--- src/rtl/am_pkg.sv ---
// Shared types, default widths and saturating-arithmetic helpers for the
// approximate-multiplier error monitor.
package am_pkg;

  typedef enum logic [1:0] {
    IDLE,
    RUN,
    DRAIN,
    DONE
  } am_state_e;

  localparam int unsigned AM_W     = 8;
  localparam int unsigned AM_CNT_W = 16;
  localparam int unsigned AM_ACC_W = 40;

  // Unsigned add clamped to 2^w-1; operands must already fit in w bits (w <= 62).
  function automatic logic [63:0] sat_add_u(input logic [63:0] a,
                                            input logic [63:0] b,
                                            input int unsigned w);
    logic [63:0] lim;
    logic [63:0] s;
    lim = (64'd1 << w) - 64'd1;
    s   = a + b;
    return (s > lim) ? lim : s;
  endfunction

  // Signed add clamped to the w-bit two's-complement range (w <= 62).
  function automatic logic signed [63:0] sat_add_s(input logic signed [63:0] a,
                                                   input logic signed [63:0] b,
                                                   input int unsigned w);
    logic signed [63:0] hi;
    logic signed [63:0] lo;
    logic signed [63:0] s;
    hi = (64'sd1 <<< (w - 1)) - 64'sd1;
    lo = -hi - 64'sd1;
    s  = a + b;
    if (s > hi)      return hi;
    else if (s < lo) return lo;
    else             return s;
  endfunction

endpackage

--- src/rtl/am_err_dist.sv ---
// Combinational error distance between an approximate and an exact product:
// two's-complement difference, its magnitude, and a nonzero flag.
module am_err_dist #(
  parameter int unsigned W = 8
) (
  input  logic [2*W-1:0] exact_i,
  input  logic [2*W-1:0] z_apx_i,
  output logic [2*W:0]   d_o,
  output logic [2*W-1:0] dabs_o,
  output logic           nz_o
);

  logic [2*W:0] neg;

  assign d_o    = {1'b0, z_apx_i} - {1'b0, exact_i};
  assign neg    = -d_o;
  assign dabs_o = d_o[2*W] ? neg[2*W-1:0] : d_o[2*W-1:0];
  assign nz_o   = |d_o;

endmodule

--- src/rtl/am_error_monitor.sv ---
// Error-statistics monitor for an 8x8 approximate multiplier: accepts a window
// of operand/product pairs, recomputes exact products and accumulates error stats.
module am_error_monitor
  import am_pkg::*;
#(
  parameter int unsigned W     = AM_W,
  parameter int unsigned CNT_W = AM_CNT_W,
  parameter int unsigned ACC_W = AM_ACC_W
) (
  input  logic             clk,
  input  logic             rst_n,
  input  logic             start,
  input  logic [CNT_W-1:0] num_samples,
  input  logic             in_valid,
  output logic             in_ready,
  input  logic [W-1:0]     x,
  input  logic [W-1:0]     y,
  input  logic [2*W-1:0]   z_apx,
  output logic             busy,
  output logic             done,
  output logic [ACC_W-1:0] sum_ed,
  output logic [ACC_W:0]   sum_sed,
  output logic [2*W-1:0]   max_ed,
  output logic [CNT_W-1:0] err_cnt
);

  am_state_e        state_q;
  logic [CNT_W-1:0] nsamp_q, cnt_q;
  logic             xfer, start_ok;

  logic             v1_q, v2_q;
  logic [2*W-1:0]   exact1_q, z1_q;
  logic [2*W:0]     d2_q, d_s1;
  logic [2*W-1:0]   abs2_q, abs_s1;
  logic             nz2_q, nz_s1;

  logic [ACC_W-1:0] sum_ed_q, sum_ed_d;
  logic [ACC_W:0]   sum_sed_q, sum_sed_d;
  logic [2*W-1:0]   max_ed_q, max_ed_d;
  logic [CNT_W-1:0] err_cnt_q, err_cnt_d;

  assign in_ready = (state_q == RUN) && (cnt_q < nsamp_q);
  assign xfer     = in_valid && in_ready;
  assign start_ok = start && ((state_q == IDLE) || (state_q == DONE));
  assign busy     = (state_q == RUN) || (state_q == DRAIN);
  assign done     = (state_q == DONE);

  always_ff @(posedge clk or negedge rst_n) begin
    if (!rst_n) begin
      state_q <= IDLE;
      nsamp_q <= '0;
      cnt_q   <= '0;
    end else if (start_ok) begin
      nsamp_q <= num_samples;
      cnt_q   <= '0;
      state_q <= (num_samples != '0) ? RUN : DONE;
    end else begin
      case (state_q)
        RUN: if (xfer) begin
          cnt_q <= cnt_q + CNT_W'(1);
          if (cnt_q == nsamp_q - CNT_W'(1)) state_q <= DRAIN;
        end
        // S2 retires on the same edge, so stats are final when done rises.
        DRAIN:   if (!v1_q) state_q <= DONE;
        DONE:    state_q <= IDLE;
        default: ;
      endcase
    end
  end

  am_err_dist #(.W(W)) u_dist (
    .exact_i (exact1_q),
    .z_apx_i (z1_q),
    .d_o     (d_s1),
    .dabs_o  (abs_s1),
    .nz_o    (nz_s1)
  );

  always_ff @(posedge clk or negedge rst_n) begin
    if (!rst_n) begin
      v1_q     <= 1'b0;
      v2_q     <= 1'b0;
      exact1_q <= '0;
      z1_q     <= '0;
      d2_q     <= '0;
      abs2_q   <= '0;
      nz2_q    <= 1'b0;
    end else begin
      v1_q <= xfer;
      v2_q <= v1_q;
      if (xfer) begin
        exact1_q <= (2*W)'(x) * (2*W)'(y);
        z1_q     <= z_apx;
      end
      if (v1_q) begin
        d2_q   <= d_s1;
        abs2_q <= abs_s1;
        nz2_q  <= nz_s1;
      end
    end
  end

  always_comb begin
    sum_ed_d  = sum_ed_q;
    sum_sed_d = sum_sed_q;
    max_ed_d  = max_ed_q;
    err_cnt_d = err_cnt_q;
    if (start_ok) begin
      sum_ed_d  = '0;
      sum_sed_d = '0;
      max_ed_d  = '0;
      err_cnt_d = '0;
    end else if (v2_q) begin
      sum_ed_d  = ACC_W'(sat_add_u(64'(sum_ed_q), 64'(abs2_q), ACC_W));
      sum_sed_d = (ACC_W+1)'(sat_add_s(64'($signed(sum_sed_q)), 64'($signed(d2_q)), ACC_W + 1));
      if (abs2_q > max_ed_q) max_ed_d = abs2_q;
      if (nz2_q && (err_cnt_q != '1)) err_cnt_d = err_cnt_q + CNT_W'(1);
    end
  end

  always_ff @(posedge clk or negedge rst_n) begin
    if (!rst_n) begin
      sum_ed_q  <= '0;
      sum_sed_q <= '0;
      max_ed_q  <= '0;
      err_cnt_q <= '0;
    end else begin
      sum_ed_q  <= sum_ed_d;
      sum_sed_q <= sum_sed_d;
      max_ed_q  <= max_ed_d;
      err_cnt_q <= err_cnt_d;
    end
  end

  assign sum_ed  = sum_ed_q;
  assign sum_sed = sum_sed_q;
  assign max_ed  = max_ed_q;
  assign err_cnt = err_cnt_q;

endmodule

--- config.mk ---
export PLATFORM = sky130hd
export DESIGN_NAME = am_error_monitor
export DESIGN_NICKNAME = d
export VERILOG_FILES = /design/src/rtl/am_pkg.sv /design/src/rtl/am_err_dist.sv /design/src/rtl/am_error_monitor.sv
export SDC_FILE = /design/constraint.sdc
export NUM_CORES = 1
export LEC_CHECK = 0
export ABC_CLOCK_PERIOD_IN_PS = 4600
export CAP_MARGIN = 20
export CORE_UTILIZATION = 40
export CTS_CLUSTER_SIZE = 20
export DETAILED_ROUTE_END_ITERATION = 6
export PLACE_DENSITY = 0.72
export SLEW_MARGIN = 40
export SYNTH_ARGS = -nofsm -noshare
export SYNTH_HDL_FRONTEND = slang
export SYNTH_HIERARCHICAL = 1
export SYNTH_SLANG_ARGS = --single-unit
--- constraint.sdc ---
create_clock -name clk -period 4.6 [get_ports clk]
set_input_delay 0.92 -clock clk [delete_from_list [all_inputs] [get_ports clk]]
set_output_delay 0.92 -clock clk [all_outputs]
set_load 0.01 [all_outputs]
* After elaboration in Yosys (flattened, before gate mapping)
Index checks and enable logic that the tools add are counted.
** Word-level totals
- Register bits after elaboration :: 215
- Latch bits :: 0
- Bits in writable memories :: 0
- Bits in read-only memories :: 0
- Bits of input ports :: 52
- Output and inout port bits :: 116
- Logic and storage cells :: 77
- Memories :: 0
** Cells by class
- Add/sub/neg operators :: 7
- $mul :: 1
- Divide/modulo/power cells :: 0
- Magnitude comparators :: 5
- Eq/ne operators :: 8
- Shift operators :: 0
- Mux-type cells :: 23
- Bitwise operators :: 0
- Reductions and logical operators :: 19
** Operator list (number)
- two-way mux 41 bit :: 4
- two-way mux 16 bit :: 10
- two-way mux 40 bit :: 3
- adder 41 x 17 -> 42 bit :: 1
- greater-than comparator 42 x 41 -> 1 bit (second input constant) :: 1
- less-than comparator 42 x 41 -> 1 bit (second input constant) :: 1
- adder 40 x 16 -> 41 bit :: 1
- greater-than comparator 41 x 40 -> 1 bit (second input constant) :: 1
- adder 16 x 1 -> 16 bit (second input constant) :: 2
- OR reduction 17 bit :: 1
- subtractor 16 x 16 -> 17 bit :: 1
- equality test 16 bit :: 1
- greater-than comparator 16 bit :: 1
- less-than comparator 16 bit :: 1
- multiplier 8 x 8 -> 16 bit :: 1
- inequality test 16 bit (second input constant) :: 1
- negation 16 bit :: 1
- nonzero test 16 bit :: 1
- subtractor 16 x 1 -> 16 bit (second input constant) :: 1
- two-way mux 2 bit :: 5
- nonzero test 2 bit :: 5
- inequality test 3 bit (second input constant) :: 2
- case mux 2 bit (3 select lines) :: 1
- AND reduction 2 bit :: 3
- other kinds (8) :: 13

* Logic depth before layout (Yosys ltp)
- Depth after elaboration :: 6
- Depth in mapped cells :: 19
- Gate-level depth less buffers :: 19

* Modules after synthesis
The synthesis kept the hierarchy.
** Modules (own cells, without submodules)
- am_error_monitor :: instances 1, cells an instance 1642, area an instance 15237.1 um^2, seq. area each 5380.2 um^2
- am_err_dist :: instances 1, cells an instance 187, area an instance 1283.7 um^2, seq. area each 0.0 um^2

* Worst setup path after synthesis
Ideal clock, no wire load.
- Path type :: in2reg
- Start point :: input x[5]
- End point :: register exact1_q[14]
- Library setup time :: 0.134 ns
- Arrival :: 4.809 ns
- Data required time :: 4.465 ns
- Path slack :: -0.343 ns
- Stages :: 17
- Buffers on the path :: 1
- Cells stage by stage :: clkbuf_1 -> nand2_1 -> fa_1 -> inv_1 -> fa_1 -> inv_1 -> fa_1 -> inv_1 -> fa_1 -> ha_1 -> a21o_1 -> a31oi_1 -> nor2_1 -> o31a_1 -> o41ai_1 -> xor2_1 -> o21ai_0
** On the way
- Longest elaborated chain between the ends :: 1
** Ends and longest elaborated chain
- start, declared :: line am_error_monitor.sv:16 : input logic [W-1:0] x,
- multiplier 8 x 8 -> 16 bit :: line am_error_monitor.sv:92 : exact1_q <= (2*W)'(x) * (2*W)'(y);
- end signal, assigned :: line am_error_monitor.sv:92
- end, declared :: line am_error_monitor.sv:32 : logic [2*W-1:0] exact1_q, z1_q;
Every way passes these cells.
A chain may end at the register's enable or synchronous reset.

* Final worst setup path
- Start point :: input y[7]
- End point :: register exact1_q[14]
** On the way
- Longest elaborated chain between the ends :: 1
** Ends and longest elaborated chain
- start, declared :: line am_error_monitor.sv:17 : input logic [W-1:0] y,
- multiplier 8 x 8 -> 16 bit :: line am_error_monitor.sv:92
Every way passes these cells.

==> qor.csv <==
metric,value,unit
outcome,finished clean,
vias per cell,5.55,
Post-Syn Nets,2070,
multi-input logic area,10400,um^2
clk buf depth,3,
crit path max fanout,4,
remaining global-route overflow,0,
final-report hold violation count,0,
Hold WS,0.251,ns
antenna fix cells,0,
Finished Cell Area,20000,um^2
Remaining DRCs,0,
P&R area growth vs syn,20.8,%
CP Cell Sequence,dlygate4sd2_1 -> nand2_1 -> fa_1 -> inv_1 -> fa_1 -> inv_1 -> fa_1 -> inv_1 -> fa_1 -> ha_4 -> a21o_1 -> a31oi_1 -> nor2_1 -> o31a_1 -> o41ai_2 -> xor2_1 -> o21ai_1,
busiest layer in global routing,met2,
CP peak stage delay,0.57,ns
Worst setup EP type,register,
Core ar.,40700,um^2
vias in the first global route,14300,
PnR worst setup slack,0.153,ns
layout cells sized above 1,0.106,
number of H-tree levels,1,
CTS tree,yes,
Max Cap Viol,0,
router iterations before antenna repair,5,
final setup TNS,0,ns
WP data required,5.02,ns
most frequent cells in the layout,"214 x dfrtp_1, 152 x clkdlybuf4s50_1, 150 x inv_1, 147 x nand2_1, 147 x ha_1",
HP Class,in2async,
R2R Setup Slk,0.88,ns
Async SR Flop Fraction,1.00,
worst r2r path cells,13,
FF+latch area,5380,um^2
I/O pin count,168,
Critical-path top delay cell,fa_1,
CTS Hold Bufs,0,
Initial DRC Count,756,
YS warnings,6,
power per cell area,738,nW/um^2
Critical Path AT,4.87,ns
HPWL after DPL,33.6,mm
die width,205,um
Slew @ Worst Pin,0.832,ns
"commonest non-fill, non-tap cell in the layout",dfrtp_1,
Main synth FF type,dfrtp_1,
filler instances,3816,
Final Skew,0.00985,ns
met2 Usage GRT,0.363,
placed cell area,19000,um^2
reg2reg end,sum_sed[37],
CP Launch Type,primary input,
sequential share of the synthesized area,0.326,
die footprint,42100,um^2
register bit total from synthesis,215,
Initial Util,0.406,
first-pass GRT wire length,72.0,mm
Post-Syn Instances,1829,
max-slew violation count,0,
Total GRT Usage,0.210,
synthesized area per cell,9.03,um^2
f_max,225,MHz
Skew-Pair Late Insertion Delay,0.55,ns
M1 GR Usage,0.266,
Worst VDD drop,0.333,mV
relative slew slack,0.445,
largest net degree at the start of global routing,96,
routed wire length per instance,17.2,um
RSZ-0062 raised after global routing,true,
Leakage Power,8.86,nW
Placer Congestion,0.898,
drt total wl,44.0,mm
initial antenna violation count,0,
synth unique cells,87,
crit share post-route,0.967,
min cycle time layout,4.45,ns
CTS sink count,215,
worst reg2reg startpoint,sum_sed[0],
clock-pin transition on the worst setup and hold timing paths,0.06,ns
"EDFF count, synth",0,
pre-CTS worst setup slack,-0.915,ns
routed vias,14200,
CTS buffer count,27,
die span in y,205,um
Clk Tree Root Cell,clkbuf_16,
Final setup viols,0,
CP Class,in2reg,
"most used cell, CP",fa_1,
M3 GR Usage,0.0299,
Antenna Nets Post-Route,0,
post-synth design cell area,16500,um^2
port bufs,167,
final core occ,0.490,
row count,74,
Final nets,2252,
[registers in the layout, indices dropped and copies added (netlist names)]
signal	count
nz2_q	1
cnt_q	16
abs2_q	16
err_cnt	16
nsamp_q	16
exact1_q	16
v1_q	1
max_ed	16
z1_q	16
v2_q	1
sum_sed	41
sum_ed	40
state_q	2
d2_q	17
[worst max-delay path, delay by kind of cell]
family | cells | cell delay [ns]
AO/OA/AOI/OAI | 5 | 0.93
XOR/XNOR | 1 | 0.17
adder cells (fa/ha/maj) | 5 | 2.25
buffers and inverters | 4 | 0.41
AND/OR/NAND/NOR | 2 | 0.17
[cells in the mapped netlist, drive strengths merged (7+ instances only)]
cell type | instances | area share
o21a | 14 | 0.0064
and2 | 38 | 0.014
a211oi | 20 | 0.0098
fa | 39 | 0.047
nor2b | 16 | 0.0065
buf | 19 | 0.0082
a221o | 33 | 0.020
o211ai | 11 | 0.0056
nor3 | 37 | 0.012
nand2b | 13 | 0.0049
xnor2 | 77 | 0.041
nand3 | 54 | 0.016
nor3b | 8 | 0.0039
o31ai | 8 | 0.0036
nor2 | 120 | 0.027
a31oi | 34 | 0.013
nand2 | 151 | 0.034
o21ai | 137 | 0.042
or3 | 12 | 0.0046
or2 | 7 | 0.0027
ha | 150 | 0.11
and3 | 19 | 0.0072
inv | 151 | 0.034
dfrtp | 215 | 0.33
o21bai | 13 | 0.0059
clkbuf | 49 | 0.011
a21oi | 123 | 0.038
nor4 | 12 | 0.0049
a21o | 30 | 0.014
xor2 | 46 | 0.024
a311oi | 8 | 0.0042
nand4 | 23 | 0.0087
and4 | 9 | 0.0048
mux2 | 52 | 0.035
[worst max-delay path by stage]
stage,start,end,depth (start not counted)
2_1_floorplan,x[5],exact1_q[14],17
3_3_place_gp,y[3],exact1_q[14],16
3_5_place_dp,y[3],exact1_q[14],16
4_1_cts,y[2],exact1_q[14],17
5_1_grt,y[0],exact1_q[14],17
6_report,y[7],exact1_q[14],17
[metal layers]
layer  wire, um  up-vias  part of all wire
met5          0        -                 0
met4       1460        0             0.033
met3       1930       82             0.044
met2      21200      327              0.48
met1      19400     6891              0.44
li1           -     6911                 -
[cell type report]
type	count	area share
tap	532	0.0333
multi-input combinational	1394	0.519
clock inverter	14	0.00821
inverter	152	0.0286
timing repair buffer	221	0.104
sequential	215	0.270
clock buffer	34	0.0372
[power breakdown]
part / switching [mW] / total [mW] / internal [mW] / leakage (nW)
combinational: 4.96 / 9.25 / 4.29 / 5.91
sequential: 0.731 / 3.31 / 2.58 / 2.50
clock: 0.869 / 2.18 / 1.31 / 0.446
total: 6.56 / 14.7 / 8.18 / 8.86
[per-stage QoR]
stage	instances	power (mW)
after floorplan	1829	9.72
after global placement	2511	12.2
after detailed placement	2512	12.5
after CTS	2560	14.7
after global routing	2562	16.0
final	2562	14.7
[cells by family (layout without fill, tap and decap cells)]
group / count (synthesis) / count (layout) / synth area share
and+or+nand+nor: 535 / 535 / 0.161
AOI/OAI and AO/OA: 489 / 489 / 0.195
buffers and inverters: 220 / 421 / 0.0538
DFF: 215 / 215 / 0.326
adders and majority gates: 189 / 189 / 0.161
xor gates and xnor gates: 123 / 123 / 0.0652
muxes: 58 / 58 / 0.0391
[repair_timing]
| action | CTS | global route |
|---|---|---|
| buffers inserted | 0 | 1 |
| setup endpoints to repair | 5 | 5 |
| pin swaps | 5 | 10 |
| resized for setup | 19 | 29 |
| hold endpoints to repair | 0 | 0 |
Note: power is estimated with default switching activity, not from simulation.
